### src/rtl/pipe_mux.sv
// rtl/pipe_mux.sv - pipelined N:1 lane multiplexer built as a registered radix-R tree
// Each tree level is one register stage with its own valid/ready handshake; out-of-range selects yield y=0 with oor set.
module pipe_mux #(
  parameter int W = 1,
  parameter int N = 16,
  parameter int R = 4
) (
  input  logic                   clk,
  input  logic                   rst,
  input  logic [N*W-1:0]         i,
  input  logic [$clog2(N)-1:0]   s,
  input  logic                   in_valid,
  output logic                   in_ready,
  output logic [W-1:0]           y,
  output logic                   oor,
  output logic                   out_valid,
  input  logic                   out_ready
);

  function automatic int calc_depth(int n, int r);
    int d;
    int p;
    d = 1;
    p = r;
    while (p < n) begin
      p = p * r;
      d++;
    end
    return d;
  endfunction

  localparam int RB = $clog2(R);
  localparam int L  = calc_depth(N, R);
  localparam int LS = L * RB;
  localparam int NP = R ** L;

  logic [NP*W-1:0] i_pad;
  logic [LS-1:0]   s_ext;
  logic            s_oor;

  assign i_pad = (NP*W)'(i);
  assign s_ext = LS'(s);
  assign s_oor = (int'(s) >= N);

  logic [L-1:0] v_q, v_d, oor_q, oor_d, ld, up_v, up_oor;
  logic         rdy0;

  assign up_v[0]   = in_valid;
  assign up_oor[0] = s_oor;
  for (genvar k = 1; k < L; k++) begin : g_up
    assign up_v[k]   = v_q[k-1];
    assign up_oor[k] = oor_q[k-1];
  end

  // Walk from the output back to the input so each stage sees its downstream ready.
  always_comb begin : flow
    logic r;
    logic l;
    ld    = '0;
    v_d   = '0;
    oor_d = '0;
    r     = out_ready;
    l     = 1'b0;
    for (int k = L - 1; k >= 0; k--) begin
      l        = up_v[k] && (!v_q[k] || r);
      ld[k]    = l;
      v_d[k]   = l || (v_q[k] && !r);
      oor_d[k] = l ? up_oor[k] : oor_q[k];
      r        = !v_q[k] || r;
    end
    rdy0 = r;
  end

  always_ff @(posedge clk) begin
    if (rst) begin
      v_q   <= '0;
      oor_q <= '0;
    end else begin
      v_q   <= v_d;
      oor_q <= oor_d;
    end
  end

  for (genvar k = 0; k < L; k++) begin : g_stage
    localparam int CI = R ** (L - k);
    localparam int CO = R ** (L - 1 - k);
    localparam int SI = (L - k) * RB;

    logic [CI*W-1:0] cin;
    logic [SI-1:0]   sin;
    logic [CO*W-1:0] cand_d, cand_q;

    if (k == 0) begin : g_in
      assign cin = i_pad;
      assign sin = s_ext;
    end else begin : g_in
      assign cin = g_stage[k-1].cand_q;
      assign sin = g_stage[k-1].g_sel.sel_q;
    end

    always_comb begin
      cand_d = cand_q;
      if (ld[k]) begin
        for (int j = 0; j < CO; j++) begin
          for (int m = 0; m < R; m++) begin
            if (sin[RB-1:0] == RB'(m)) cand_d[j*W +: W] = cin[(j*R+m)*W +: W];
          end
        end
        if (k == L - 1 && up_oor[k]) cand_d = '0;
      end
    end

    always_ff @(posedge clk) begin
      if (rst) cand_q <= '0;
      else     cand_q <= cand_d;
    end

    if (k < L - 1) begin : g_sel
      logic [SI-RB-1:0] sel_d, sel_q;

      always_comb begin
        sel_d = sel_q;
        if (ld[k]) sel_d = sin[SI-1:RB];
      end

      always_ff @(posedge clk) begin
        if (rst) sel_q <= '0;
        else     sel_q <= sel_d;
      end
    end
  end

  assign in_ready  = rdy0 && !rst;
  assign out_valid = v_q[L-1];
  assign oor       = oor_q[L-1];
  assign y         = g_stage[L-1].cand_q;

endmodule

### config.mk
export PLATFORM = sky130hd
export DESIGN_NAME = pipe_mux
export DESIGN_NICKNAME = d
export VERILOG_FILES = /design/src/rtl/pipe_mux.sv
export SDC_FILE = /design/constraint.sdc
export NUM_CORES = 1
export LEC_CHECK = 0
export ABC_AREA = 0
export ABC_CLOCK_PERIOD_IN_PS = 2600
export BUFFER_PORTS_ARGS = -buffer_cell sky130_fd_sc_hd__clkbuf_2
export CAP_MARGIN = 20
export CORE_MARGIN = 8
export CORE_UTILIZATION = 35
export DETAILED_ROUTE_END_ITERATION = 7
export PLACE_DENSITY_LB_ADDON = 0.25
export SETUP_SLACK_MARGIN = 0.1
export SLEW_MARGIN = 20
export SYNTH_ARGS = -nofsm -noshare
export SYNTH_HDL_FRONTEND = slang
export SYNTH_SLANG_ARGS = --single-unit
### constraint.sdc
create_clock -name clk -period 2.6 [get_ports clk]
set_clock_uncertainty 0.1 [all_clocks]
set_input_delay 0.13 -clock clk [delete_from_list [all_inputs] [get_ports clk]]
set_output_delay 0.13 -clock clk [all_outputs]
set_load 0.02 [all_outputs]
==> results.toml, run 1 <==
[hold_path]
whs_path_depth = 3
hold_path_class = "in2reg"
min-delay-start = "s[2]"
min_to = "g_stage[0].g_sel.sel_q[0]$_SDFFE_PP0P_"

[clock_tree]
insertion_delay_ps = 260
cts_max_path_buffers = 2
cts-buffers-inserted = 3
clock-root-buffer = "clkbuf_4"
post_cts_buffers = 0
cts_tree = "yes"
holdBufCountCts = 0
cts_resized = 0
clk_pin_slew_ps = 60
cts.sinks = 9
htree_levels = 1

[sta]
period_needed_ps = 1430
rsz0062_at_grt = "false"
fin_tns_setup_ps = 0
setup_viol = 0
hold_viol = 0
drv_slew = 0
max_freq_mhz = 701
min_period_over_period = 0.549

[grt]
antenna_found_initial = 0
grt_pass1_wl_um = 1970
first_global_vias = 500
grt_max_degree = 11
grt.total_usage = 0.0975
grt_overflow_total = 0

[setup_path]
reg2reg_slack_ps = 1410
crit_slowest_cell = "dfxtp_1"
cp_cell_sequence = "and3b_1, nor2_1, clkbuf_2"
worstPathArrival_ps = 1200
crit_family = "flip-flops"
critPathBufInv = 1
cp_slowest_stage_delay_ps = 410
cp_max_fo = 7
required_ps = 2370
endpoint_kind = "primary output"
timing.rr.start = "g_stage[0].g_sel.sel_q[0]$_SDFFE_PP0P_"
start_kind = "register"
rr_worst_depth = 3
reg2reg_to = "y$_SDFFE_PP0P_"
critPathKind = "reg2out"

[route]
firstDrtPassIters = 4
antenna_left = 0
finalWirelength_um = 1180
drt_iter0_drc = 9
drc = 0
vias_per_cell = 5.09
vias = 458
routedWlPerCell_um = 13.1

[logic_synthesis]
yosysSeqAreaShare = 0.371
synth_cell_type_count = 17
synth_area_um2 = 485
synth_edf_count = 0
ys_warn_count = 0
synthArstFlopShare = 0
synthCells = 48
synth_fp_nets = 72
synthFlopType = "dfxtp_1"
ys_seq_elements = 9
synth_area_per_cell_um2 = 10.1

[layout]
insertedDiodeCount = 0
syn2layout_area_growth_pct = 32.7
finalInstanceArea_um2 = 644
fin_nets = 100
utilization = 0.495
drive_above_1_share = 0.413
fillers = 138

[run_status]
status = "completed"

[die]
rows = 13
core_mm2 = 0.00130
io_pins = 28
start_util = 0.373
die_y_um = 53.2
die_w_um = 53.2
die_area_mm2 = 0.00284

[run]
drv_cap = 0

[pwr]
irDropWorstVdd_mv = 0.141
leakagePower_nw = 0.306
cellPowerDensity_mw_per_mm2 = 488

[place]
place.gp.congestion = 0.688
placed_area_um2 = 618
dp_hpwl_um = 1000
io_buffer_count = 26
[worst min-delay path: cells and delay by family]
family | cells | cell delay [ps]
AO/OA/AOI/OAI | 1 | 50
AND/OR/NAND/NOR | 1 | 60
buffers and inverters | 1 | 80
[worst max-delay path by stage]
| stage | from | to | slack, ps | cells after the start |
|---|---|---|---|---|
| floorplan | v_q[1]$_SDFF_PP0_ | in_ready | 1380 | 3 |
| global placement | s[0] | g_stage[0].cand_q[0]$_SDFFE_PP0P_ | 1400 | 4 |
| detailed placement | s[0] | g_stage[0].cand_q[0]$_SDFFE_PP0P_ | 1380 | 4 |
| CTS | v_q[0]$_SDFF_PP0_ | in_ready | 1150 | 3 |
| global route | v_q[0]$_SDFF_PP0_ | in_ready | 1090 | 3 |
| finish | v_q[0]$_SDFF_PP0_ | in_ready | 1170 | 3 |
[report_power, final]
group          total [mW]  switching (mW)  internal (mW)
logic              0.0549          0.0229         0.0320
clock network       0.108          0.0488         0.0591
registers           0.152         0.00550          0.146
[cell usage in the layout, fill, tap and decap left out, drive strengths merged]
cell type  netlist  final
inv              2      2
a21oi            8      8
o21ai            7      7
nor2b            1      1
and3b            1      1
clkbuf           1     30
nor2             3      3
conb             1      1
nand3b           2      2
nand3            6      6
dfxtp            9      9
mux4             5      5
[flip-flops by register name (all words and copies together) (netlist names)]
register	count
v_q	2
y	1
g_stage.g_sel.sel_q	2
g_stage.cand_q	4
[stage by stage]
stage | total power, mW | hold slack [ps] | setup WS, ps | std cells
after floorplan | 0.186 | 178 | 1380 | 48
after global placement | 0.209 | 292 | 1400 | 86
after detailed placement | 0.211 | 291 | 1380 | 86
after CTS | 0.321 | 9.40 | 1150 | 90
after global routing | 0.333 | 11.2 | 1090 | 90
final | 0.315 | 10.4 | 1170 | 90
[metal layers]
layer / share of wire / global-route usage / vias to the layer above
met5: 0 / 0 / -
met4: 0.025 / 0.101 / 0
met3: 0.089 / 0.0392 / 2
met2: 0.43 / 0.135 / 24
met1: 0.45 / 0.106 / 199
li1: - / - / 233
[layout make-up]
class,count,area [um2],area share
timing repair buffer,26,130,0.202
multi-input combinational,34,282,0.437
sequential,9,180,0.280
clock buffer,4,26.3,0.0408
tap,15,18.8,0.0291
inverter,2,7.51,0.0117
[cells in the mapped netlist, types with 2 or more instances]
| library cell | instances | area, um2 |
|---|---|---|
| a21oi_1 | 8 | 40.0 |
| dfxtp_1 | 9 | 180 |
| inv_1 | 2 | 7.51 |
| mux4_1 | 4 | 105 |
| nand3_1 | 6 | 30.0 |
| nor2_1 | 3 | 11.3 |
| o21ai_0 | 5 | 25.0 |
| o21ai_1 | 2 | 10.0 |
[cell families after synthesis]
family,after synthesis,synth area share
other,1,0.00772
DFF,9,0.371
muxes,5,0.263
and+or+nand+nor,13,0.155
AOI/OAI and AO/OA,15,0.155
buffers and inverters,5,0.0490
Power figures use the tool's default switching activity.
==> run 2, diff against run 1 <==
- ABC_AREA: 0 -> 1
- ABC_CLOCK_PERIOD_IN_PS: 2600 -> 1450
- clock period: 2.6 -> 1.45 ns (I/O delays scaled with it)
==> results.toml, run 2 <==
[run_status]
status = "completed"

[layout]
layout_commonest_cell = "clkbuf_2"
drive_above_1_share = 0.328
largest-register = "g_stage.cand_q"
largest_reg_flops = 4
utilization = 0.492
insertedDiodeCount = 0
syn2layout_area_growth_pct = 33.3
fillers = 163
top_regs = "g_stage.cand_q: 4 flops, g_stage.g_sel.sel_q: 2 flops, v_q: 2 flops"
fin_nets = 141
final_cell_mix = "clkbuf_2, nand2_1, inv_1"

[place]
place.gp.congestion = 0.731
dp_hpwl_um = 1130
post-place-ws_ps = 338
io_buffer_count = 26

[setup_path]
cp_cell_sequence = "nand3_2, nand2_1, inv_1, clkbuf_2"
worstPathArrival_ps = 1030
cp_max_fo = 4
crit_slowest_cell = "dfxtp_1"
required_ps = 1280
critPathKind = "reg2out"
reg2reg_slack_ps = 320
timing.rr.start = "v_q[0]$_SDFF_PP0_"
start_kind = "register"
endpoint_kind = "primary output"
reg2reg_to = "g_stage[0].g_sel.sel_q[0]$_SDFFE_PP0P_"
cp_slowest_stage_delay_ps = 400
rr_worst_depth = 4

[die]
io_pins = 28
rows = 14
die_area_mm2 = 0.00309
die_w_um = 55.6
core_mm2 = 0.00149
die_y_um = 55.6
start_util = 0.369

[logic_synthesis]
yosysMostFrequentCell = "nand2_1"
synth_edf_count = 0
synth_area_um2 = 549
ys_warn_count = 0
synthTopCellsByCount = "nand2_1, inv_1, dfxtp_1, nand3_1, nor2_1"
synthCells = 86
yosysTopAreaCell = "dfxtp_1"
yosysSeqAreaShare = 0.328
synth_cell_type_count = 18
ys_seq_elements = 9
synth_area_per_cell_um2 = 6.39
yosys.area.top_type_share = 0.328
synthArstFlopShare = 0
synth_fp_nets = 110
synth_area_leaders = "dfxtp_1, nand2_1, inv_1, nand3_1, a21oi_2"
synthFlopType = "dfxtp_1"

[route]
vias = 619
firstDrtPassIters = 4
drc = 0
routedWlPerCell_um = 10.4
antenna_left = 0
drt_iter0_drc = 15
finalWirelength_um = 1380
vias_per_cell = 4.69

[pwr]
cellPowerDensity_mw_per_mm2 = 819
irDropWorstVdd_mv = 0.261
leakagePower_nw = 0.386

[run]
drv_cap = 0

[grt]
grt_max_degree = 12
grt.total_usage = 0.0903
antenna_found_initial = 0
first_global_vias = 598
grt_overflow_total = 0
grt_pass1_wl_um = 2360

[sta]
drv_slew = 0
holdWs_ps = 23.2
fin_tns_setup_ps = 0
setup_viol = 0
period_needed_ps = 1210
min_period_over_period = 0.832
max_freq_mhz = 829
rsz0062_at_grt = "false"
hold_viol = 0
worst_slack_ps = 244

[hold_path]
min-delay-start = "rst"
whs_path_depth = 2
hold_path_class = "in2reg"
min_to = "g_stage[0].cand_q[3]$_SDFFE_PP0P_"

[clock_tree]
cts-buffers-inserted = 3
htree_levels = 1
cts_resized = 0
clk_pin_slew_ps = 60
clock-root-buffer = "clkbuf_4"
holdBufCountCts = 3
cts_tree = "yes"
post_cts_buffers = 0
insertion_delay_ps = 250
cts_max_path_buffers = 2
cts.sinks = 9
## run 2: worst max-delay path by stage
stage / start / end / slack, ps / cells past startpoint
4_1_cts: v_q[0]$_SDFF_PP0_ / in_ready / 230 / 4
3_3_place_gp: v_q[0]$_SDFF_PP0_ / g_stage[0].cand_q[1]$_SDFFE_PP0P_ / 390 / 5
6_report: v_q[0]$_SDFF_PP0_ / in_ready / 240 / 4
5_1_grt: v_q[0]$_SDFF_PP0_ / in_ready / 160 / 4
3_5_place_dp: v_q[0]$_SDFF_PP0_ / g_stage[0].g_sel.sel_q[0]$_SDFFE_PP0P_ / 340 / 4
2_1_floorplan: v_q[1]$_SDFF_PP0_ / g_stage[0].cand_q[0]$_SDFFE_PP0P_ / 290 / 6
## run 2: area by class of cell
class	instances	area, um2	share of cell area
timing repair buffer	29	160	0.219
clock buffer	4	26.3	0.0359
sequential	9	180	0.246
tap	16	20.0	0.0274
inverter	14	52.6	0.0718
multi-input combinational	60	293	0.400
## run 2: critical path, delay by kind of cell, from the launching register on
family                 cells  cell delay, ps
buffers and inverters      2             170
flip-flops                 1             400
AND/OR/NAND/NOR            2             200
## run 2: routing by layer
layer  global-route usage  wire, um  vias to the layer above
li1                     -         -                      329
met3               0.0228        88                        0
met2                0.136       639                       23
met1                0.104       650                      267
met5                    0         0                        -
met4               0.0739         0                        0
## run 2: metrics by stage
| stage | instance area [um2] | std cells | power, mW |
|---|---|---|---|
| 4_1_cts | 732 | 132 | 0.611 |
| 3_5_place_dp | 676 | 125 | 0.412 |
| 5_1_grt | 732 | 132 | 0.641 |
| 6_report | 732 | 132 | 0.600 |
| 2_1_floorplan | 549 | 86 | 0.365 |
| 3_3_place_gp | 676 | 125 | 0.411 |
## run 2: cell families (layout without fill, tap and decap cells)
logic type / Yosys count / in the layout / synth area share
flops: 9 / 9 / 0.328
simple gates: 43 / 43 / 0.344
compound gates: 16 / 16 / 0.182
buf+inv: 17 / 47 / 0.139
other cells: 1 / 1 / 0.00683
## run 2: where the power goes
group | total [mW] | switching (mW) | leakage [nW] | internal [mW]
sequential | 0.276 | 0.0116 | 0.0744 | 0.265
clock | 0.187 | 0.0812 | 0.0150 | 0.106
combinational | 0.136 | 0.0741 | 0.297 | 0.0624
